**src/rtl/instr_fetch_unit.sv**
```systemverilog
// Fetch stage: one req/ack instruction fetch in flight, a small {pc, instr} buffer toward
// decode, and the PC register write port. Define FETCH_PERF_EN to add push/redirect counters.
module instr_fetch_unit #(
    parameter int ADDR_W    = 32,
    parameter int DATA_W    = 32,
    parameter int BUF_DEPTH = 2
) (
    input  logic              clock,
    input  logic              reset,
    input  logic [ADDR_W-1:0] pc_in,
    output logic [ADDR_W-1:0] pc_data,
    output logic              pc_write,
    output logic              imem_req,
    output logic [ADDR_W-1:0] imem_addr,
    input  logic              imem_ack,
    input  logic [DATA_W-1:0] imem_rdata,
    input  logic              redirect,
    input  logic [ADDR_W-1:0] redirect_target,
    output logic              if_valid,
    output logic [ADDR_W-1:0] if_pc,
    output logic [DATA_W-1:0] if_instr,
    input  logic              id_ready
`ifdef FETCH_PERF_EN
    ,
    output logic [31:0]       perf_fetch_cnt,
    output logic [31:0]       perf_flush_cnt
`endif
);
    localparam int PTR_W = (BUF_DEPTH > 1) ? $clog2(BUF_DEPTH) : 1;
    localparam int CNT_W = PTR_W + 1;
    localparam logic [CNT_W-1:0] FULL_CNT = CNT_W'(BUF_DEPTH);

    typedef enum logic [1:0] {
        S_IDLE  = 2'd0,
        S_REQ   = 2'd1,
        S_DRAIN = 2'd2
    } state_t;

    state_t            state_q, state_d;
    logic              imem_req_q, imem_req_d;
    logic [ADDR_W-1:0] imem_addr_q, imem_addr_d;
    logic              pc_write_q, pc_write_d;
    logic [ADDR_W-1:0] pc_data_q, pc_data_d;
    logic [PTR_W-1:0]  wr_ptr_q, wr_ptr_d;
    logic [PTR_W-1:0]  rd_ptr_q, rd_ptr_d;
    logic [CNT_W-1:0]  count_q, count_d;
    logic [ADDR_W-1:0] buf_pc_q    [BUF_DEPTH];
    logic [ADDR_W-1:0] buf_pc_d    [BUF_DEPTH];
    logic [DATA_W-1:0] buf_instr_q [BUF_DEPTH];
    logic [DATA_W-1:0] buf_instr_d [BUF_DEPTH];
    logic              push;
    logic              pop;
    logic              flush;

    // Control FSM. Issue waits while pc_write_q is high so pc_in already reflects the last update.
    always_comb begin
        state_d     = state_q;
        imem_req_d  = imem_req_q;
        imem_addr_d = imem_addr_q;
        pc_write_d  = 1'b0;
        pc_data_d   = pc_data_q;
        push        = 1'b0;
        flush       = 1'b0;
        pop         = (count_q != '0) && id_ready;
        if (redirect) begin
            flush      = 1'b1;
            pop        = 1'b0;
            pc_write_d = 1'b1;
            pc_data_d  = redirect_target - ADDR_W'(1);
            case (state_q)
                S_REQ, S_DRAIN: begin
                    if (imem_ack) begin
                        imem_req_d = 1'b0;
                        state_d    = S_IDLE;
                    end else begin
                        state_d    = S_DRAIN;
                    end
                end
                default: state_d = S_IDLE;
            endcase
        end else begin
            case (state_q)
                S_IDLE: begin
                    if ((count_q < FULL_CNT) && !pc_write_q) begin
                        imem_req_d  = 1'b1;
                        imem_addr_d = pc_in;
                        state_d     = S_REQ;
                    end
                end
                S_REQ: begin
                    if (imem_ack) begin
                        push       = 1'b1;
                        pc_write_d = 1'b1;
                        pc_data_d  = pc_in;
                        imem_req_d = 1'b0;
                        state_d    = S_IDLE;
                    end
                end
                S_DRAIN: begin
                    if (imem_ack) begin
                        imem_req_d = 1'b0;
                        state_d    = S_IDLE;
                    end
                end
                default: begin
                    imem_req_d = 1'b0;
                    state_d    = S_IDLE;
                end
            endcase
        end
    end

    // Fetch buffer: circular, pointers wrap naturally because depth is a power of two.
    always_comb begin
        wr_ptr_d    = wr_ptr_q;
        rd_ptr_d    = rd_ptr_q;
        count_d     = count_q;
        buf_pc_d    = buf_pc_q;
        buf_instr_d = buf_instr_q;
        if (flush) begin
            wr_ptr_d = '0;
            rd_ptr_d = '0;
            count_d  = '0;
        end else begin
            if (push) begin
                buf_pc_d[wr_ptr_q]    = imem_addr_q;
                buf_instr_d[wr_ptr_q] = imem_rdata;
                wr_ptr_d              = wr_ptr_q + PTR_W'(1);
            end
            if (pop) begin
                rd_ptr_d = rd_ptr_q + PTR_W'(1);
            end
            count_d = count_q + CNT_W'(push) - CNT_W'(pop);
        end
    end

    always_ff @(posedge clock) begin
        if (reset) begin
            state_q     <= S_IDLE;
            imem_req_q  <= 1'b0;
            imem_addr_q <= '0;
            pc_write_q  <= 1'b0;
            pc_data_q   <= '0;
            wr_ptr_q    <= '0;
            rd_ptr_q    <= '0;
            count_q     <= '0;
            for (int i = 0; i < BUF_DEPTH; i++) begin
                buf_pc_q[i]    <= '0;
                buf_instr_q[i] <= '0;
            end
        end else begin
            state_q     <= state_d;
            imem_req_q  <= imem_req_d;
            imem_addr_q <= imem_addr_d;
            pc_write_q  <= pc_write_d;
            pc_data_q   <= pc_data_d;
            wr_ptr_q    <= wr_ptr_d;
            rd_ptr_q    <= rd_ptr_d;
            count_q     <= count_d;
            buf_pc_q    <= buf_pc_d;
            buf_instr_q <= buf_instr_d;
        end
    end

    assign imem_req  = imem_req_q;
    assign imem_addr = imem_addr_q;
    assign pc_write  = pc_write_q;
    assign pc_data   = pc_data_q;
    assign if_valid  = (count_q != '0);
    assign if_pc     = buf_pc_q[rd_ptr_q];
    assign if_instr  = buf_instr_q[rd_ptr_q];

`ifdef FETCH_PERF_EN
    logic [31:0] perf_fetch_cnt_q, perf_fetch_cnt_d;
    logic [31:0] perf_flush_cnt_q, perf_flush_cnt_d;

    // Saturating event counters.
    always_comb begin
        perf_fetch_cnt_d = perf_fetch_cnt_q;
        perf_flush_cnt_d = perf_flush_cnt_q;
        if (push && (perf_fetch_cnt_q != 32'hFFFF_FFFF)) begin
            perf_fetch_cnt_d = perf_fetch_cnt_q + 32'd1;
        end
        if (redirect && (perf_flush_cnt_q != 32'hFFFF_FFFF)) begin
            perf_flush_cnt_d = perf_flush_cnt_q + 32'd1;
        end
    end

    always_ff @(posedge clock) begin
        if (reset) begin
            perf_fetch_cnt_q <= '0;
            perf_flush_cnt_q <= '0;
        end else begin
            perf_fetch_cnt_q <= perf_fetch_cnt_d;
            perf_flush_cnt_q <= perf_flush_cnt_d;
        end
    end

    assign perf_fetch_cnt = perf_fetch_cnt_q;
    assign perf_flush_cnt = perf_flush_cnt_q;
`endif

endmodule
```
**config.mk**
```make
export PLATFORM = sky130hd
export DESIGN_NAME = instr_fetch_unit
export DESIGN_NICKNAME = d
export VERILOG_FILES = /design/src/rtl/instr_fetch_unit.sv
export SDC_FILE = /design/constraint.sdc
export NUM_CORES = 1
export LEC_CHECK = 0
export CELL_PAD_IN_SITES_DETAIL_PLACEMENT = 1
export CELL_PAD_IN_SITES_GLOBAL_PLACEMENT = 1
export CORE_ASPECT_RATIO = 0.8
export CORE_MARGIN = 4
export CORE_UTILIZATION = 37
export CTS_CLUSTER_DIAMETER = 120
export CTS_CLUSTER_SIZE = 20
export DETAILED_ROUTE_END_ITERATION = 8
export HOLD_SLACK_MARGIN = 0.05
export PLACE_DENSITY_LB_ADDON = 0.08
export SKIP_CTS_REPAIR_TIMING = 1
export SYNTH_ARGS = -nofsm -noshare
export SYNTH_HDL_FRONTEND = slang
export SYNTH_SLANG_ARGS = --single-unit
```
**constraint.sdc**
```tcl
create_clock -name clock -period 5.5 [get_ports clock]
set_clock_uncertainty 0.2 [all_clocks]
set_input_delay 0.825 -clock clock [delete_from_list [all_inputs] [get_ports clock]]
set_output_delay 0.825 -clock clock [all_outputs]
set_load 0.02 [all_outputs]
```
==> summary.txt <==
outcome = finished clean
Ys Warns = 0
Worst-Margin Slew = 1.01 ns
finished layout cell area = 11800 um^2
Final WS setup = 1.97 ns
FMAX = 284 MHz
Psw = 857 uW
global-route wire length before repair = 45400 um
Die H = 145 um
Placer Congestion = 0.822
Place WS = 2.05 ns
cell area power density = 266 nW/um^2
Internal Power = 2.28 mW
Tot GR Track Use = 20.9%
n_diodes = 0
#FFs+latches synth = 200
cts bufs inserted = 17
H-tree depth = 4
Cell Rows = 49
syn_nets = 1167
clock root buffer = clkbuf_16
startpoint types = flip-flop
area fraction of the dominant cell type after synthesis = 45.8%
min Tclk post-route = 3.53 ns
Synth area leader = dfxtp_1
Total Nets Final = 1346
number of global-route vias before repair = 8521
Area Growth Syn to Fin = 35.0%
DRT antenna net count = 0
Avg Inst Size Synth = 8.24 um^2
placed cell areas = 11200 um^2
combinational share of power = 12.4%
crit path kind = flip-flop to output pin
cells after synthesis = 1060
CTS Buffer Depth = 2
crit share post-route = 64.1%
leakage power = 4.08 nW
Hold Violations, Final = 0
slew margin rel. = 32.9%
worst path required time = 4.47 ns
critical path, cell by cell = mux2_2 -> clkdlybuf4s50_1
gr ovfl total = 0
Max FO, Critical Path = 65
non-filler cells, final = 1557
Netlist cell types = 49
Clock transition at path regs = 0.07 ns
post-layout util = 51.6%
Hold Crit Class = flip-flop to flip-flop
Bufs and invs on worst path = 1
Flop pwr share = 48.5%
switching share of power = 27.3%
most frequent cells in the layout = 330 x nand2_1, 229 x clkdlybuf4s50_1, 199 x dfxtp_1
unrepaired setup endpoints after global routing = false
Die X = 180 um
starting density of the core = 38.2%
max incr delay on CP = 0.99 ns
Placed Cells = 1526
clk_lat worst skew = 0.44 ns
Slew Limit Fails = 0
Max-cap violations = 0
DR vias/cell = 5.27
Fillers = 2696
Worst IR Drop VDD = 0.000205 V
synth top area cells = dfxtp_1 46%, nand2_1 14%, a21oi_1 9.4%
Slowest cell on crit path = dfxtp_4
mapped cell area = 8740 um^2
Total Routed Length = 28100 um
WL per Instance = 18.0 um
DR vias = 8202
die area = 26100 um^2
Crit. End Element = output pin
DRT Pass-1 Iters = 6
initial antenna violation count = 0
sequential-to-total area share from yosys stat = 45.8%
HPWL Detailed = 18700 um
core area = 22900 um^2
clock power share = 39.1%
DRC = 0
CP top delay family = flip-flops
final setup TNS = 0 ns
DR iter-0 viols = 415
ratio of cells with drive above 1 in the final layout = 10.3%
I/O pin count = 232
number of I/O port buffers = 231
CTS tree = yes
clock sinks = 200
Setup Viol. Count Final = 0
CP arrival = 2.50 ns
largest net degree at the start of global routing = 91
most common cell after layout, fill and taps aside = nand2_1
[stage by stage]
| step | hold WS (ns) | power [mW] |
|---|---|---|
| 2_1_floorplan | 0.233 | 1.73 |
| 3_3_place_gp | 0.238 | 1.94 |
| 3_5_place_dp | 0.245 | 1.95 |
| 4_1_cts | 0.256 | 3.19 |
| 5_1_grt | 0.270 | 3.28 |
| 6_report | 0.253 | 3.14 |
[kinds of logic after synthesis]
group | Yosys count | synth area share (%)
simple gates | 436 | 22.7
compound gates | 254 | 17.2
flops | 200 | 45.8
buf+inv | 88 | 3.91
mux | 65 | 8.36
xor+xnor | 11 | 1.10
fa+ha+maj | 6 | 0.859
[power by group through the flow]
stage,registers (mW),clock network (mW),logic [mW]
global route,1.53,1.33,0.420
floorplan,1.59,0,0.140
global placement,1.56,0,0.388
finish,1.52,1.23,0.389
detailed placement,1.56,0,0.390
CTS,1.52,1.27,0.393
[area by class of cell]
class	count	area [um^2]	area share, %
multi-input combinational	772	4410	37.4
sequential	200	4010	34.0
timing repair buffer	243	2400	20.3
clock buffer	18	439	3.72
tap	306	383	3.25
clock inverter	13	138	1.17
inverter	5	18.8	0.159
[flip-flops by register name, summed over array words and instances, names as in the netlist]
signal,flops
state_q,2
imem_addr,32
pc_data,32
pc_write,1
wr_ptr_q,1
imem_req,1
rd_ptr_q,1
buf_pc_q,64
count_q,2
buf_instr_q,64
[routing by layer]
layer	routed length (um)	global-route usage, %	vias to the layer above
li1	-	-	4028
met1	12800	27.3	3996
met2	13600	35.4	151
met3	1220	4.87	27
met4	425	4.84	0
met5	0	0	-
[synth_stat cells, drive strengths merged]
library cell / number
nor4: 5
or3: 12
or2: 7
or4: 11
nand3b: 1
a311oi: 21
nand4: 3
o21a: 1
nand3: 2
or2b: 1
xnor2: 3
o31ai: 11
mux2: 64
o41ai: 2
buf: 6
dfxtp: 200
o21ai: 11
nand2: 331
mux2i: 1
a2bb2oi: 1
nor2b: 3
clkbuf: 77
nor2: 10
o311ai: 2
nor3b: 3
ha: 6
inv: 5
nor3: 7
and3: 31
a211oi: 41
a21oi: 164
nand4b: 5
nand2b: 4
xor2: 8
[worst register-to-register path, delay by kind of cell, from the launching register on]
family	cells	cell delay [ns]
xor+xnor	2	0.30
fa+ha+maj	3	0.58
simple gates	3	0.64
flops	1	0.34
buf+inv	3	0.43
[path summary, 6_finish.rpt]
check	startpoint	end	slack [ns]	depth (start not counted)
setup / recovery	rd_ptr_q$_SDFFE_PP0P_	if_pc[17]	1.97	2
hold / removal	buf_pc_q[18]$_SDFFE_PP0P_	buf_pc_q[18]$_SDFFE_PP0P_	0.25	2
setup reg to reg	state_q[1]$_SDFFE_PP0P_	count_q[1]$_SDFF_PP0_	2.88	11
hold reg to reg	buf_pc_q[18]$_SDFFE_PP0P_	buf_pc_q[18]$_SDFFE_PP0P_	0.25	2
Note: power is estimated with default switching activity, not from simulation.
